<file path="config.mk">
export PLATFORM = sky130hd
export DESIGN_NAME = seq_divider
export DESIGN_NICKNAME = d
export VERILOG_FILES = /design/src/rtl/seq_divider.sv
export SDC_FILE = /design/constraint.sdc
export NUM_CORES = 1
export LEC_CHECK = 0
export ABC_AREA = 1
export CAP_MARGIN = 20
export CORE_MARGIN = 4
export CORE_UTILIZATION = 53
export DETAILED_ROUTE_END_ITERATION = 12
export GPL_ROUTABILITY_DRIVEN = 0
export GPL_TIMING_DRIVEN = 0
export PLACE_DENSITY = 0.8
export REMOVE_ABC_BUFFERS = 1
export SKIP_CTS_REPAIR_TIMING = 1
export SLEW_MARGIN = 0
export SYNTH_ARGS = -nofsm -noshare
export SYNTH_HDL_FRONTEND = slang
export SYNTH_SLANG_ARGS = --single-unit
</file>
<file path="constraint.sdc">
create_clock -name clock -period 2.38 [get_ports clock]
set_input_delay 0.714 -clock clock [delete_from_list [all_inputs] [get_ports clock]]
set_output_delay 0.714 -clock clock [all_outputs]
set_load 0.01 [all_outputs]
</file>
<file path="src/rtl/seq_divider.sv">
// Sequential restoring divider: 16-bit dividend / 8-bit divisor, one quotient bit per enabled cycle.
// Optional macro DIV_SIGNED_EN selects two's-complement operation (magnitude core plus sign fix-up).
module seq_divider (
   input  logic        clock,
   input  logic        rst_n,
   input  logic        clken,
   input  logic        in_valid,
   output logic        in_ready,
   input  logic [15:0] numer,
   input  logic [7:0]  denom,
   output logic        out_valid,
   input  logic        out_ready,
   output logic [15:0] quotient,
   output logic [7:0]  remain,
   output logic        div_by_zero
);

   localparam int unsigned NUM_W = 16;
   localparam int unsigned DEN_W = 8;
   localparam int unsigned CNT_W = 5;
   localparam int unsigned REM_W = DEN_W + 1;

   typedef enum logic [1:0] {IDLE, CALC, DONE} state_t;

   state_t             r_state;
   state_t             w_next;
   logic [CNT_W-1:0]   r_cnt;
   logic [REM_W-1:0]   r_rem;
   logic [NUM_W-1:0]   r_num;
   logic [DEN_W-1:0]   r_den;

   logic [NUM_W-1:0]   w_numer_mag;
   logic [DEN_W-1:0]   w_denom_mag;
   logic [REM_W:0]     w_trial;
   logic               w_qbit;
   logic [REM_W-1:0]   w_rem_nx;
   logic [NUM_W-1:0]   w_q_nx;
   logic [NUM_W-1:0]   w_q_fix;
   logic [DEN_W-1:0]   w_r_fix;
   logic               w_last;

`ifdef DIV_SIGNED_EN
   logic               r_qneg;
   logic               r_rneg;

   assign w_numer_mag = numer[NUM_W-1] ? NUM_W'(~numer + 16'd1) : numer;
   assign w_denom_mag = denom[DEN_W-1] ? DEN_W'(~denom + 8'd1) : denom;
   assign w_q_fix     = r_qneg ? NUM_W'(~w_q_nx + 16'd1) : w_q_nx;
   assign w_r_fix     = r_rneg ? DEN_W'(~w_rem_nx[DEN_W-1:0] + 8'd1) : w_rem_nx[DEN_W-1:0];
`else
   assign w_numer_mag = numer;
   assign w_denom_mag = denom;
   assign w_q_fix     = w_q_nx;
   assign w_r_fix     = w_rem_nx[DEN_W-1:0];
`endif

   // One restoring step: shift in the next dividend bit, subtract if it fits
   assign w_trial  = {r_rem, r_num[NUM_W-1]};
   assign w_qbit   = (w_trial >= (REM_W+1)'(r_den));
   assign w_rem_nx = REM_W'(w_qbit ? (w_trial - (REM_W+1)'(r_den)) : w_trial);
   assign w_q_nx   = {r_num[NUM_W-2:0], w_qbit};
   assign w_last   = (r_cnt == CNT_W'(NUM_W - 1));

   always_ff @(posedge clock) begin
      if (!rst_n) r_state <= IDLE;
      else        r_state <= w_next;
   end

   always_comb begin
      w_next    = r_state;
      in_ready  = 1'b0;
      out_valid = 1'b0;
      case (r_state)
         IDLE: begin
            in_ready = clken;
            if (clken && in_valid)
               w_next = (denom == '0) ? DONE : CALC;
         end
         CALC: begin
            if (clken && w_last)
               w_next = DONE;
         end
         DONE: begin
            out_valid = 1'b1;
            if (clken && out_ready)
               w_next = IDLE;
         end
         default: w_next = IDLE;
      endcase
   end

   // Datapath; results are only written on DONE entry so they hold across IDLE
   always_ff @(posedge clock) begin
      if (!rst_n) begin
         r_cnt       <= '0;
         r_rem       <= '0;
         r_num       <= '0;
         r_den       <= '0;
         quotient    <= '0;
         remain      <= '0;
         div_by_zero <= 1'b0;
`ifdef DIV_SIGNED_EN
         r_qneg      <= 1'b0;
         r_rneg      <= 1'b0;
`endif
      end else if (clken) begin
         case (r_state)
            IDLE: begin
               if (in_valid) begin
                  r_cnt <= '0;
                  r_rem <= '0;
                  r_num <= w_numer_mag;
                  r_den <= w_denom_mag;
`ifdef DIV_SIGNED_EN
                  r_qneg <= numer[NUM_W-1] ^ denom[DEN_W-1];
                  r_rneg <= numer[NUM_W-1];
`endif
                  if (denom == '0) begin
                     quotient    <= '1;
                     remain      <= numer[DEN_W-1:0];
                     div_by_zero <= 1'b1;
                  end
               end
            end
            CALC: begin
               r_cnt <= r_cnt + CNT_W'(1);
               r_rem <= w_rem_nx;
               r_num <= w_q_nx;
               if (w_last) begin
                  quotient    <= w_q_fix;
                  remain      <= w_r_fix;
                  div_by_zero <= 1'b0;
               end
            end
            default: ;
         endcase
      end
   end

endmodule

</file>
==> metrics.txt <==
outcome=completed; category of the most critical setup path=reg2out; Post-Route Skew=0.00852 ns; critical path launch point=r_state[0]; maximum clock rate=0.430 GHz; leading post-synthesis cells by cell area=sky130_fd_sc_hd__dfxtp_1 (39%), sky130_fd_sc_hd__nand2_1 (9.6%), sky130_fd_sc_hd__a21oi_1 (9.3%), sky130_fd_sc_hd__inv_1 (6.9%), sky130_fd_sc_hd__nand3_1 (6.6%); synthesized instance count=474; vias post-DR=3188; endpoint kind of the worst setup timing path=primary output; number of enable flip-flop cells after synthesis=0; Final Setup Violations=0; most common cell in the netlist=sky130_fd_sc_hd__nand2_1; arrival time at the worst endpoint=1.61 ns; number of standard-cell rows in the floorplan=28; PnR Total Power=around 3.4 mW; worst-case vdd ir drop=437 µV; non-filler cells in the finished layout=600; Post-Route WL=around 8.3 mm; total of warnings raised by yosys=0; required time of the worst setup path=about 1.7 ns; cell at the root of the clock tree=sky130_fd_sc_hd__clkbuf_8; number of placed I/O pins=56; Post-synth ARST share=0; DR vias/cell=between 5 and 6; y dimension of the die=approximately 88 µm; Worst Slack Setup Final=0.0556 ns; post-synthesis average cell area=a little over 7 µm²; Num CTS Buffers=9; setup slack, reg-to-reg=around 0.23 ns; number of antenna-violating nets in the routed design=0; Antenna Diode Count=0; capturing element of the worst setup path=out_valid; DRC violation count after routing=0; Iter 0 DRT Violations=220; post-DR wirelength/cell=about 14 µm; fraction of post-synthesis cell area in the top cell type by area=0.388; clock transition at the registers of the reported paths=0.08 ns; flip-flop cell with the highest count after synthesis=sky130_fd_sc_hd__dfxtp_1; transition time of the tightest slew-check pin=0.627 ns; flip-flop and latch count after synthesis=65; sequential-to-total area share from yosys stat=0.388; worst setup slack before clock tree synthesis=-0.557 ns; synth-to-layout area growth=23.4%; Fin. Hold Viols=0; Period minus WS final=between 2 and 2.5 ns; largest net degree at the start of global routing=51; fraction of layout cells with a size suffix above 1=0.0990; CTS tree=built; power per cell area=around 820 mW/mm²; capturing point of the worst reg2reg path=r_rem[5]; worst skew pair latency=approximately 0.34 ns; first-pass GRT wire length=~14 mm; placed instance count=582; number of nets in the finished design=between 500 and 600; H-Tree Depth=3; Starting Density=0.556; die boundary width=between 80 and 90 µm; maximum clock path buffer count=2; RSZ-0062 raised after global routing=no; leading area contributor after synthesis=sky130_fd_sc_hd__dfxtp_1; static leakage=between 1.5 and 2 nW; Placeable Area=between 0.006 and 0.007 mm²; Global Route Usage Sum=0.227; Cell variety after synth=32; initial antenna violation count=0; via count of the first global-routing pass=a little over 3000; final count of pins violating max slew=0; Post-Synthesis Cell Area=0.00335 mm²; Hold WC Path Type=reg2reg; remaining global-route overflow=0; worst-case headroom to the max-slew limit=0.581; IO Port Bufs=55; detailed-placement wirelength estimate=5.63 mm; design area=between 0.004 and 0.005 mm²; Pre-Repair DR Iteration Count=4; Die ar.=~0.0077 mm²; cell count of the worst reg-to-reg path=13; clock sink total=65; reg2reg start=r_num[15]; cell types with the highest counts after synthesis=sky130_fd_sc_hd__nand2_1 (86), sky130_fd_sc_hd__dfxtp_1 (65), sky130_fd_sc_hd__a21oi_1 (62), sky130_fd_sc_hd__inv_1 (62), sky130_fd_sc_hd__nand3_1 (44); cell area after placement=0.00389 mm²; count of maximum capacitance violations=0; Critical Path Start Type=flop; critical path peak fanout=10; fraction of the cycle the final worst path needs=0.977
[sequential cells by signal, indices dropped and copies added (netlist names)]
register,count
r_rem,9
remain,8
r_cnt,5
r_num,16
r_den,8
div_by_zero,1
quotient,16
r_state,2
[power breakdown]
part	switching [mW]	internal (mW)	leakage (nW)
sequential	0.0771	1.21	0.532
clock	0.442	0.542	0.103
combinational	0.683	0.434	1.13
[worst max-delay path, stage by stage (launching register included)]
cell                              delay, ns
sky130_fd_sc_hd__dfxtp_1               0.45
sky130_fd_sc_hd__nor2_1                0.24
sky130_fd_sc_hd__clkdlybuf4s50_1       0.58
[cells by family after synthesis]
family | share of synthesized area
xor gates and xnor gates | 0.00784
DFF | 0.388
AOI/OAI and AO/OA | 0.177
adders and majority gates | 0.0433
buffers and inverters | 0.113
and+or+nand+nor | 0.271
[how the worst min path moves through the flow]
stage          cells after the start   startpoint  slack [ns]          end
2_1_floorplan                      2     r_den[2]        0.43     r_den[2]
3_3_place_gp                       2  div_by_zero        0.43  div_by_zero
3_5_place_dp                       2  div_by_zero        0.44  div_by_zero
4_1_cts                            2  div_by_zero        0.45  div_by_zero
5_1_grt                            2     r_den[5]        0.48     r_den[5]
6_report                           2  div_by_zero        0.45  div_by_zero
[stage by stage]
step	TNS (ns)	util	hold slack, ns
2_1_floorplan	0	-	0.433
5_1_grt	0	0.687	0.484
3_3_place_gp	-30.03	0.641	0.433
3_5_place_dp	-17.91	0.646	0.440
6_report	0	0.687	0.448
4_1_cts	-2.88	0.680	0.451
[metal layers]
metal	part of all wire	vias to the layer above	wire, µm	GRT usage
li1	-	1628	-	-
met1	0.47	1472	3890	0.290
met3	0.041	16	346	0.0482
met2	0.47	72	3950	0.373
met5	0	-	0	0
met4	0.019	0	162	0.0893
[final cells by class]
type	instances	area, µm²
well taps	75	93.8
repair buffers	58	593
multi-input cells	321	1700
clock inverters	4	51.3
inverters	65	246
fillers	515	1890
flip-flops and latches	65	1300
clock buffers	12	155
[cell usage in the layout, fill, tap and decap left out, types with 3 or more instances in the layout]
master	count
sky130_fd_sc_hd__o21ai_0	39
sky130_fd_sc_hd__ha_1	10
sky130_fd_sc_hd__nor3_1	4
sky130_fd_sc_hd__inv_1	62
sky130_fd_sc_hd__a21oi_2	5
sky130_fd_sc_hd__nor2_1	33
sky130_fd_sc_hd__nand2_1	85
sky130_fd_sc_hd__clkdlybuf4s50_1	52
sky130_fd_sc_hd__xor2_1	3
sky130_fd_sc_hd__or2_2	13
sky130_fd_sc_hd__a21oi_1	62
sky130_fd_sc_hd__clkbuf_8	11
sky130_fd_sc_hd__nand3_1	44
sky130_fd_sc_hd__dfxtp_1	65
(Power assumes the default switching activity.)
==> edit: new RTL, config.mk and constraints unchanged <==
Re-encode `state_t` (3 states) as one-hot, 3 bits wide.
--- a/src/rtl/seq_divider.sv
+++ b/src/rtl/seq_divider.sv
@@ -22,3 +22,3 @@
 
-   typedef enum logic [1:0] {IDLE, CALC, DONE} state_t;
+   typedef enum logic [2:0] {IDLE = 3'b001, CALC = 3'b010, DONE = 3'b100} state_t;
 
Formal check against the unedited RTL: same outputs for any inputs over 10 cycles, from zero or initial values and one cycle with rst_n low; not proved beyond that.
==> edit against the original RTL <==
First-iteration DRC count down 36%; sequential cell count rose by 1; worst setup slack improved by 0.095 ns; synthesized area rose by 4.9%; wire length down 4.4%; cell area up 2.5%; non-clock buffer count down 2.
Power is not compared: it rests on default switching activity, and its combinational part moved more than twofold at a synthesized area within 25%.
==> edit: results (changes against the original RTL) <==
- Run status: finished, final reports clean
- Met2 wire len: 3810 um (-3.5%)
- Critical path arrival: 1.51 ns (-0.10 ns)
- Flops & latches, synth: 66 (+1.5%)
- # port buffers: 55 (unchanged)
- Final Non-Filler Cells: 626 (+4.3%)
- Layout Nets: 584 (+4.3%)
- Flop-to-flop setup slack: 0.29 ns (+0.06 ns)
- Vias in the first global route: 2,907 (-3.7%)
- Comb_multi_in: 336 (+4.7%)
- GRT met2 Usage: 34.8% (-2.5 points)
- Logic inverters: 75 (+15%)
- Final HPWL DP: 5390 um (-4.3%)
- M1 WL: 3450 um (-11%)
- Post-layout power: about 5.0 mW
- Detailed-route via count: 3,222 (+1.1%)
- Layout clock area frac: 4.40% (-0.59 points)
- Tot GR Track Use: 20.4% (-2.3 points)
- Top post-synthesis cells by count: nand2_1, dfxtp_1, nor2_1
- Drt initial violations: 141 (-36%)
- Hold-critical path endpoint: r_den[6]$_SDFFE_PN0P_
- Clock buffers: 11 (-1)
- Synth top area cells: dfxtp_1, nand2_1, nor2_1
- Sequential cell area share: 31.2% (-0.30 points)
- Max FO, Critical Path: 3 (-7)
- Clock skew: 0.0104 ns (+0.00190 ns)
- Global routing usage on met1: 24.7% (-4.3 points)
- Buffering overhead: 13.6% (-0.70 points)
- Fillers: 579 (+12%)
- Post-DP Area: 0.00401 mm2 (+3.1%)
- Yosys cell types: 38 (+19%)
- Hold Worst Slack: 0.460 ns (+0.0122 ns)
- Multi-input combinational area share: 41.8% (+0.80 points)
- Seq/Total Area, Yosys: 37.6% (-1.2 points)
- Ys async rst share: 0% (unchanged)
- R2r endpoint: remain[3]$_SDFFE_PN0P_
- GR Layer Usage met3: 4.79% (-0.032 points)
- Global-route wire length before repair: 12,700 um (-6.9%)
- Total wire length: 7970 um (-4.4%)
- Met3 wire len: 516 um (+49%)
- Share of cells above drive strength 1: 9.84% (-0.069 points)
- Max-Slew Margin vs Limit: 45.5% (-13 points)
- Syn Area/Cell: 7.04 um2 (-0.40%)
- Pre-CTS setup slack: -0.416 ns (+0.141 ns)
- Hold Crit Start: r_den[6]$_SDFFE_PN0P_
- Inst Count DP: 609 (+4.6%)
- Non-clk bufs: 56 (-3.4%)
- Worst r2r path cells: 14 (+1)
- Largest net degree at the start of global routing: 54 (+5.9%)
- CORE AREA: 0.00639 mm2 (+6.0%)
- Setup crit start: r_state[2]$_SDFFE_PN0P_
[edit: cell count changes in the layout (fill, tap and decap cells not counted), moves of 19 or more]
cell / unedited run / this run
o21ai_0: 39 / 20
a21oi_1: 62 / 24
o21ai_1: 0 / 40
nor2_1: 33 / 64
[edit: worst max-delay path by stage]
| stage | to | slack, ns |
|---|---|---|
| after floorplan | remain[0]$_SDFFE_PN0P_ | 0.38 |
| after global placement | r_state[1]$_SDFFE_PN0P_ | -1.13 |
| after detailed placement | in_ready | -0.42 |
| after CTS | in_ready | -0.41 |
| after global routing | out_valid | 0.05 |
| final | out_valid | 0.15 |
[edit: kinds of logic after synthesis]
kind of cell / Yosys count / synth area share (%)
adder cells (fa/ha/maj): 11 / 4.13
flip-flops: 66 / 37.6
XOR/XNOR: 3 / 0.748
AND/OR/NAND/NOR: 227 / 31.0
AO/OA/AOI/OAI: 95 / 14.1
buffers and inverters: 97 / 12.4
